**src/rtl/riscv_pipe_pkg.sv**
```systemverilog
// Package: riscv_pipe_pkg
// Shared definitions for the pipeline-stage registers of the RISC-V core.
// - Field layout of the flushable control word (rd, rs1, rs2, alu op, flags).
// - Default payload widths, and typedefs for the ctrl/data words passed
//   between the decoder and the EX stage.
// - CTRL_NOP: the all-zero control word. Any stage treats it as a bubble.
package riscv_pipe_pkg;

    localparam int CTRL_W_DEF = 24;
    localparam int DATA_W_DEF = 128;

    // Control word field layout, LSB first.
    localparam int RD_LSB      = 0;
    localparam int RD_W        = 5;
    localparam int RS1_LSB     = 5;
    localparam int RS1_W       = 5;
    localparam int RS2_LSB     = 10;
    localparam int RS2_W       = 5;
    localparam int ALU_OP_LSB  = 15;
    localparam int ALU_OP_W    = 4;
    localparam int FLAG_MEM_RD = 19;
    localparam int FLAG_MEM_WR = 20;
    localparam int FLAG_JUMP   = 21;
    localparam int FLAG_BRANCH = 22;
    localparam int FLAG_MUL    = 23;

    typedef logic [CTRL_W_DEF-1:0] ctrl_t;
    typedef logic [DATA_W_DEF-1:0] data_t;

    localparam ctrl_t CTRL_NOP = '0;

endpackage

```
**src/rtl/riscv_sat_counter.sv**
```systemverilog
// Module: riscv_sat_counter
// Saturating up-counter used for the pipeline performance statistics.
// Ports:
//   clk    in   1      clock
//   clear  in   1      synchronous clear; takes priority over inc
//   inc    in   1      add one this cycle, unless already at all-ones
//   count  out  CNT_W  current count; sticks at 2^CNT_W-1
module riscv_sat_counter #(
    parameter int CNT_W = 32
) (
    input  logic             clk,
    input  logic             clear,
    input  logic             inc,
    output logic [CNT_W-1:0] count
);

    logic [CNT_W-1:0] count_reg;
    logic [CNT_W-1:0] count_next;

    always_comb begin
        count_next = count_reg;
        if (clear) begin
            count_next = '0;
        end else if (inc && (count_reg != '1)) begin
            count_next = count_reg + CNT_W'(1);
        end
    end

    always_ff @(posedge clk) begin
        count_reg <= count_next;
    end

    assign count = count_reg;

endmodule

```
**src/rtl/riscv_pipe_stage.sv**
```systemverilog
// Module: riscv_pipe_stage
// Generic valid/ready pipeline register for the IF/ID, ID/EX and EX/MEM stages.
// The payload has two parts. The control word is zeroed on flush or when the
// stage empties, so a zero word is a NOP. The data word is only ever
// overwritten, never cleared.
// Optional macro PIPE_SKID_EN adds a one-entry skid buffer. With it, in_ready
// comes straight from a flop, which breaks the out_ready->in_ready path.
// Ports:
//   clk, rst_n            clock; synchronous active-low reset
//   flush                 kill the held beat(s) and this cycle's inbound beat
//   in_valid/in_ready     upstream handshake, in_ctrl/in_data payload
//   out_valid/out_ready   downstream handshake, out_ctrl/out_data payload
//   stall_cnt             cycles with out_valid & !out_ready
//   flush_cnt             cycles with flush while a beat is held
//   bubble_cnt            cycles with out_ready & !out_valid
module riscv_pipe_stage
    import riscv_pipe_pkg::*;
#(
    parameter int DATA_W = 128,
    parameter int CTRL_W = 24,
    parameter int CNT_W  = 32
) (
    input  logic              clk,
    input  logic              rst_n,
    input  logic              flush,
    input  logic              in_valid,
    output logic              in_ready,
    input  logic [CTRL_W-1:0] in_ctrl,
    input  logic [DATA_W-1:0] in_data,
    output logic              out_valid,
    input  logic              out_ready,
    output logic [CTRL_W-1:0] out_ctrl,
    output logic [DATA_W-1:0] out_data,
    output logic [CNT_W-1:0]  stall_cnt,
    output logic [CNT_W-1:0]  flush_cnt,
    output logic [CNT_W-1:0]  bubble_cnt
);

    localparam logic [CTRL_W-1:0] NOP = CTRL_W'(CTRL_NOP);

    logic              valid_reg, valid_next;
    logic [CTRL_W-1:0] ctrl_reg,  ctrl_next;
    logic [DATA_W-1:0] data_reg,  data_next;
    logic              accept;
    logic              main_free;   // main register may take a beat this cycle
    logic              held;        // at least one beat inside the stage

    assign main_free = !valid_reg || out_ready;

`ifdef PIPE_SKID_EN
    logic              skid_valid_reg, skid_valid_next;
    logic [CTRL_W-1:0] skid_ctrl_reg,  skid_ctrl_next;
    logic [DATA_W-1:0] skid_data_reg,  skid_data_next;

    assign in_ready = !skid_valid_reg;
    assign held     = valid_reg || skid_valid_reg;
`else
    assign in_ready = main_free;
    assign held     = valid_reg;
`endif

    assign accept = in_valid && in_ready;

    always_comb begin
        valid_next = valid_reg;
        ctrl_next  = ctrl_reg;
        data_next  = data_reg;
`ifdef PIPE_SKID_EN
        skid_valid_next = skid_valid_reg;
        skid_ctrl_next  = skid_ctrl_reg;
        skid_data_next  = skid_data_reg;
`endif
        if (flush) begin
            // The inbound data is still captured. Only the control word
            // decides whether a beat is live.
            valid_next = 1'b0;
            ctrl_next  = NOP;
            if (in_valid) begin
                data_next = in_data;
            end
`ifdef PIPE_SKID_EN
            skid_valid_next = 1'b0;
`endif
        end else begin
`ifdef PIPE_SKID_EN
            if (main_free) begin
                // The skid beat is older than anything inbound, so it goes
                // first. While the skid is full, in_ready is low.
                if (skid_valid_reg) begin
                    valid_next      = 1'b1;
                    ctrl_next       = skid_ctrl_reg;
                    data_next       = skid_data_reg;
                    skid_valid_next = 1'b0;
                end else if (accept) begin
                    valid_next = 1'b1;
                    ctrl_next  = in_ctrl;
                    data_next  = in_data;
                end else begin
                    valid_next = 1'b0;
                    ctrl_next  = NOP;
                end
            end else if (accept) begin
                skid_valid_next = 1'b1;
                skid_ctrl_next  = in_ctrl;
                skid_data_next  = in_data;
            end
`else
            if (accept) begin
                valid_next = 1'b1;
                ctrl_next  = in_ctrl;
                data_next  = in_data;
            end else if (main_free) begin
                valid_next = 1'b0;
                ctrl_next  = NOP;
            end
`endif
        end
    end

    always_ff @(posedge clk) begin
        if (!rst_n) begin
            valid_reg <= 1'b0;
            ctrl_reg  <= NOP;
            data_reg  <= '0;
`ifdef PIPE_SKID_EN
            skid_valid_reg <= 1'b0;
            skid_ctrl_reg  <= NOP;
            skid_data_reg  <= '0;
`endif
        end else begin
            valid_reg <= valid_next;
            ctrl_reg  <= ctrl_next;
            data_reg  <= data_next;
`ifdef PIPE_SKID_EN
            skid_valid_reg <= skid_valid_next;
            skid_ctrl_reg  <= skid_ctrl_next;
            skid_data_reg  <= skid_data_next;
`endif
        end
    end

    assign out_valid = valid_reg;
    assign out_ctrl  = ctrl_reg;
    assign out_data  = data_reg;

    // Counter order: 0 = stall, 1 = flush, 2 = bubble.
    logic [2:0]       cnt_inc;
    logic [CNT_W-1:0] cnt_val [3];
    logic             cnt_clear;

    assign cnt_clear  = !rst_n;
    assign cnt_inc[0] = valid_reg && !out_ready;
    assign cnt_inc[1] = flush && held;
    assign cnt_inc[2] = out_ready && !valid_reg;

    generate
        for (genvar gi = 0; gi < 3; gi++) begin : g_cnt
            riscv_sat_counter #(.CNT_W(CNT_W)) u_cnt (
                .clk   (clk),
                .clear (cnt_clear),
                .inc   (cnt_inc[gi]),
                .count (cnt_val[gi])
            );
        end
    endgenerate

    assign stall_cnt  = cnt_val[0];
    assign flush_cnt  = cnt_val[1];
    assign bubble_cnt = cnt_val[2];

endmodule

```
**config.mk**
```make
export PLATFORM = sky130hd
export DESIGN_NAME = riscv_pipe_stage
export DESIGN_NICKNAME = d
export VERILOG_FILES = /design/src/rtl/riscv_pipe_pkg.sv /design/src/rtl/riscv_sat_counter.sv /design/src/rtl/riscv_pipe_stage.sv
export SDC_FILE = /design/constraint.sdc
export NUM_CORES = 1
export LEC_CHECK = 0
export ABC_CLOCK_PERIOD_IN_PS = 3400
export CORE_AREA = 2 2 160 162
export CTS_BUF_LIST = sky130_fd_sc_hd__clkbuf_16
export DETAILED_ROUTE_END_ITERATION = 10
export DIE_AREA = 0 0 162 164
export DONT_BUFFER_PORTS = 1
export MAX_ROUTING_LAYER = met4
export PLACE_DENSITY = 0.56
export SYNTH_ARGS = -nofsm -noshare
export SYNTH_HDL_FRONTEND = slang
export SYNTH_SLANG_ARGS = --single-unit
```
**constraint.sdc**
```tcl
create_clock -name clk -period 3.4 [get_ports clk]
set_clock_uncertainty 0.1 [all_clocks]
set_input_delay 0.51 -clock clk [delete_from_list [all_inputs] [get_ports clk]]
set_output_delay 0.51 -clock clk [all_outputs]
set_load 0.01 [all_outputs]
```
==> impl_metrics.ini <==
[worst_setup_path]
worstSetupStartpointType = flip-flop
worst-setup-path-type = flip-flop to flip-flop
reg2regPathDepth = 6
required_ns = 3.69
critical-path-top-delay-family = simple AND/OR/NAND/NOR gates
critPathMaxFanout = 12
timing.critical_path.to_type = flip-flop
endpoint = g_cnt[0].u_cnt.count[17]
worst_ep_arrival_time_ns = 2.78
worstReg2RegStart = g_cnt[0].u_cnt.count[24]
r2r_setup_slack_ns = 0.91
critical_path_depth = 6
cp_slowest_cell = o31ai_2
critPathBufInv = 1
regToRegEndpoint = g_cnt[0].u_cnt.count[17]
path_cells = and4_1 -> nand3_1 -> o31ai_2 -> buf_4 -> or3_1 -> a21oi_1
slowest_delay_ns = 0.62
startpoint = g_cnt[0].u_cnt.count[24]

[placed_design]
port-buffer-count = 0
post_dp_cell_area_um2 = 10300
post-dp-hpwl_mm = 21.9
dp.cells = 1503
routabilityCongestion = 0.790

[worst_hold_path]
hold_start = in_data[99]
hold_path.class = input port to flip-flop

[global_route]
number_of_antenna_violations_at_the_first_check_in_global_routing = 1
largest_net_degree_at_the_start_of_global_routing = 129
grt-ovfl-total = 0
grt_first_pass_wirelength_mm = 47.8
first_global_vias = 8331
grt_util_all_layers_pct = 23.0

[power]
irDropWorstVdd_mv = 0.376
internal-power_w = 0.00494
seqPwrFrac_pct = 48.7
pwr_density_cell_nw_per_um2 = 528
switching_share_pct = 23.6
power.combinational.fraction_pct = 5.7
total_leakage_power_nw = 4.35
power.net_switching_w = 0.00153
clkPwrFrac_pct = 45.5

[synthesis]
synth-async-reset-ratio_pct = 0
yosys-top-cells-area = dfxtp_1, nand2_1, a21oi_1
synthMostInstantiatedCell = nand2_1
synth_cell_types = 48
syn_nets = 1399
yosysSeqAreaShare_pct = 49.8
postSynthCellCount = 1239
synth_top_area_share_pct = 49.8
syn-mean-instance-area_um2 = 8.08
synth_edf_count = 0
synth.cells.most_frequent = nand2_1, dfxtp_1, a21oi_1, nand3_1, clkbuf_1
synth-warning-count = 0
post_synth_instance_area_um2 = 10000
ys_ff_latch = 249
postSynth.topFlopCell = dfxtp_1
synth.largest_area_cell = dfxtp_1

[floorplanning]
die-area_um2 = 26600
num_rows = 58
initial_utilization_pct = 40.4
die_x_um = 162
core-area_um2 = 24800
io_pins = 407
fp.dieH_um = 164

[job]
max_cap_violations = 0

[layout]
drive_gt1_share_pct = 5.04
finish.cell_count_without_fillers = 1661
largest_register_ffs = 128
post-route-cell-area_um2 = 12200
area.growth.synth_to_final_pct = 22.2
final_nets = 1469

[timing]
rsz_0062_raised_after_global_routing = no
final-max-slew-violation-count = 0
hold_viol = 0
max_slew_margin_pct = 50.9
max_slew.worst_pin.slew_ns = 0.725
whs_ns = 0.0220
totalNegativeSetupSlack_ns = 0
timing.fmax_ghz = 0.401
finalSetupViolCount = 0
final_min_period_over_clock_period_pct = 73.3
min_cycle_time_layout_ns = 2.49

[clock_network]
cts_root_buffer = clkbuf_16
clk_latency_ns = 0.53
tritoncts = built
postCtsSetupRepairBufs = 0
clock_sinks = 249
clock_input_transition_at_the_sequential_cells_of_the_worst_setup_and_hold_paths_ns = 0.06
cts_max_level = 1
cts_inserted_buffers = 28
ctsLongestPathBuffers = 3
cts_repair_resize_count = 0

[route]
wl_mm = 31.9
via_count = 9237
detailedRoute.firstIterationViolations = 711
detail_route.drc_violations = 0
first_pass_iters = 5
drt.antenna.violating_nets = 0
avgViaCountPerCell = 5.56
routed_wl_per_cell_um = 19.2

[run_status]
run_status = complete, no violations
-- cell families after synthesis --
logic type,count (synthesis),synth area share [%]
multiplexers,10,0.999
AND/OR/NAND/NOR,565,26.9
flip-flops,249,49.8
buffers and inverters,90,3.63
AO/OA/AOI/OAI,305,16.9
XOR/XNOR,17,1.49
adder cells (fa/ha/maj),3,0.375
-- cells in the final DEF, fill, tap and decap left out, types with 8 or more instances in the layout --
cell             n
dfxtp_1        249
a21oi_1        216
clkbuf_16       29
o31ai_1         19
inv_1           19
and4_1          12
nand2b_1        10
o21ai_0         42
nand3_1         57
or4_1           22
or3_1           43
xor2_1          12
mux2i_1         10
nor2_1          29
nand4_1         21
clkinv_1         8
and3_1          12
dlygate4sd3_1  106
nor3_1           8
nand2_1        329
-- power by group through the flow --
stage / Combinational [W] / Sequential, W / Clock, W
6_report: 0.000370 / 0.00315 / 0.00294
5_1_grt: 0.000410 / 0.00316 / 0.00313
4_1_cts: 0.000366 / 0.00315 / 0.00301
3_5_place_dp: 0.000265 / 0.00321 / 0
3_3_place_gp: 0.000258 / 0.00322 / 0
2_1_floorplan: 0.000214 / 0.00317 / 0
-- routing by layer --
layer	global-route usage [%]	up-vias	part of all wire [%]
met5	-	-	0
met4	7.16	0	2.8
met3	6.06	51	8.1
met2	37.8	352	48
met1	27.8	4377	41
li1	-	4457	-
-- final cells by class --
class	count	area (um2)
repair buffers	116	1190
clock inverters	22	171
inverters	14	57.6
diodes	1	2.50
flip-flops and latches	249	4980
well taps	330	413
multi-input cells	900	4700
clock buffers	29	726
fillers	2356	12600
-- stage by stage --
stage                     utilization, %  setup WS, ns  power (W)
final                               49.3         0.908    0.00647
after global routing                49.3         0.696    0.00670
after CTS                           49.3         0.949    0.00652
after detailed placement            41.4         0.962    0.00348
after global placement              41.4          1.04    0.00347
after floorplan                        -          1.33    0.00339
-- how the worst min path moves through the flow --
stage | end | slack (ns) | cells after the start
global placement | out_ctrl[23] | 0.39 | 2
CTS | out_data[99] | 0.001 | 2
detailed placement | out_data[54] | 0.40 | 2
global route | out_data[10] | 0.006 | 2
finish | out_data[99] | 0.02 | 2
floorplan | out_ctrl[0] | 0.38 | 2
-- worst register-to-register path, stage by stage, from the launching register on --
cell and delay (ns):
dfxtp_1 0.56, and4_1 0.37, nand3_1 0.24, o31ai_2 0.63, buf_4 0.29, or3_1 0.12, a21oi_1 0.06
-- repair_timing --
action | CTS | global route
hold buffers | 106 | 0
setup endpoints to repair | 0 | 0
endpoints found under the hold margin | 107 | 0
Note: power is estimated with default switching activity, not from simulation.
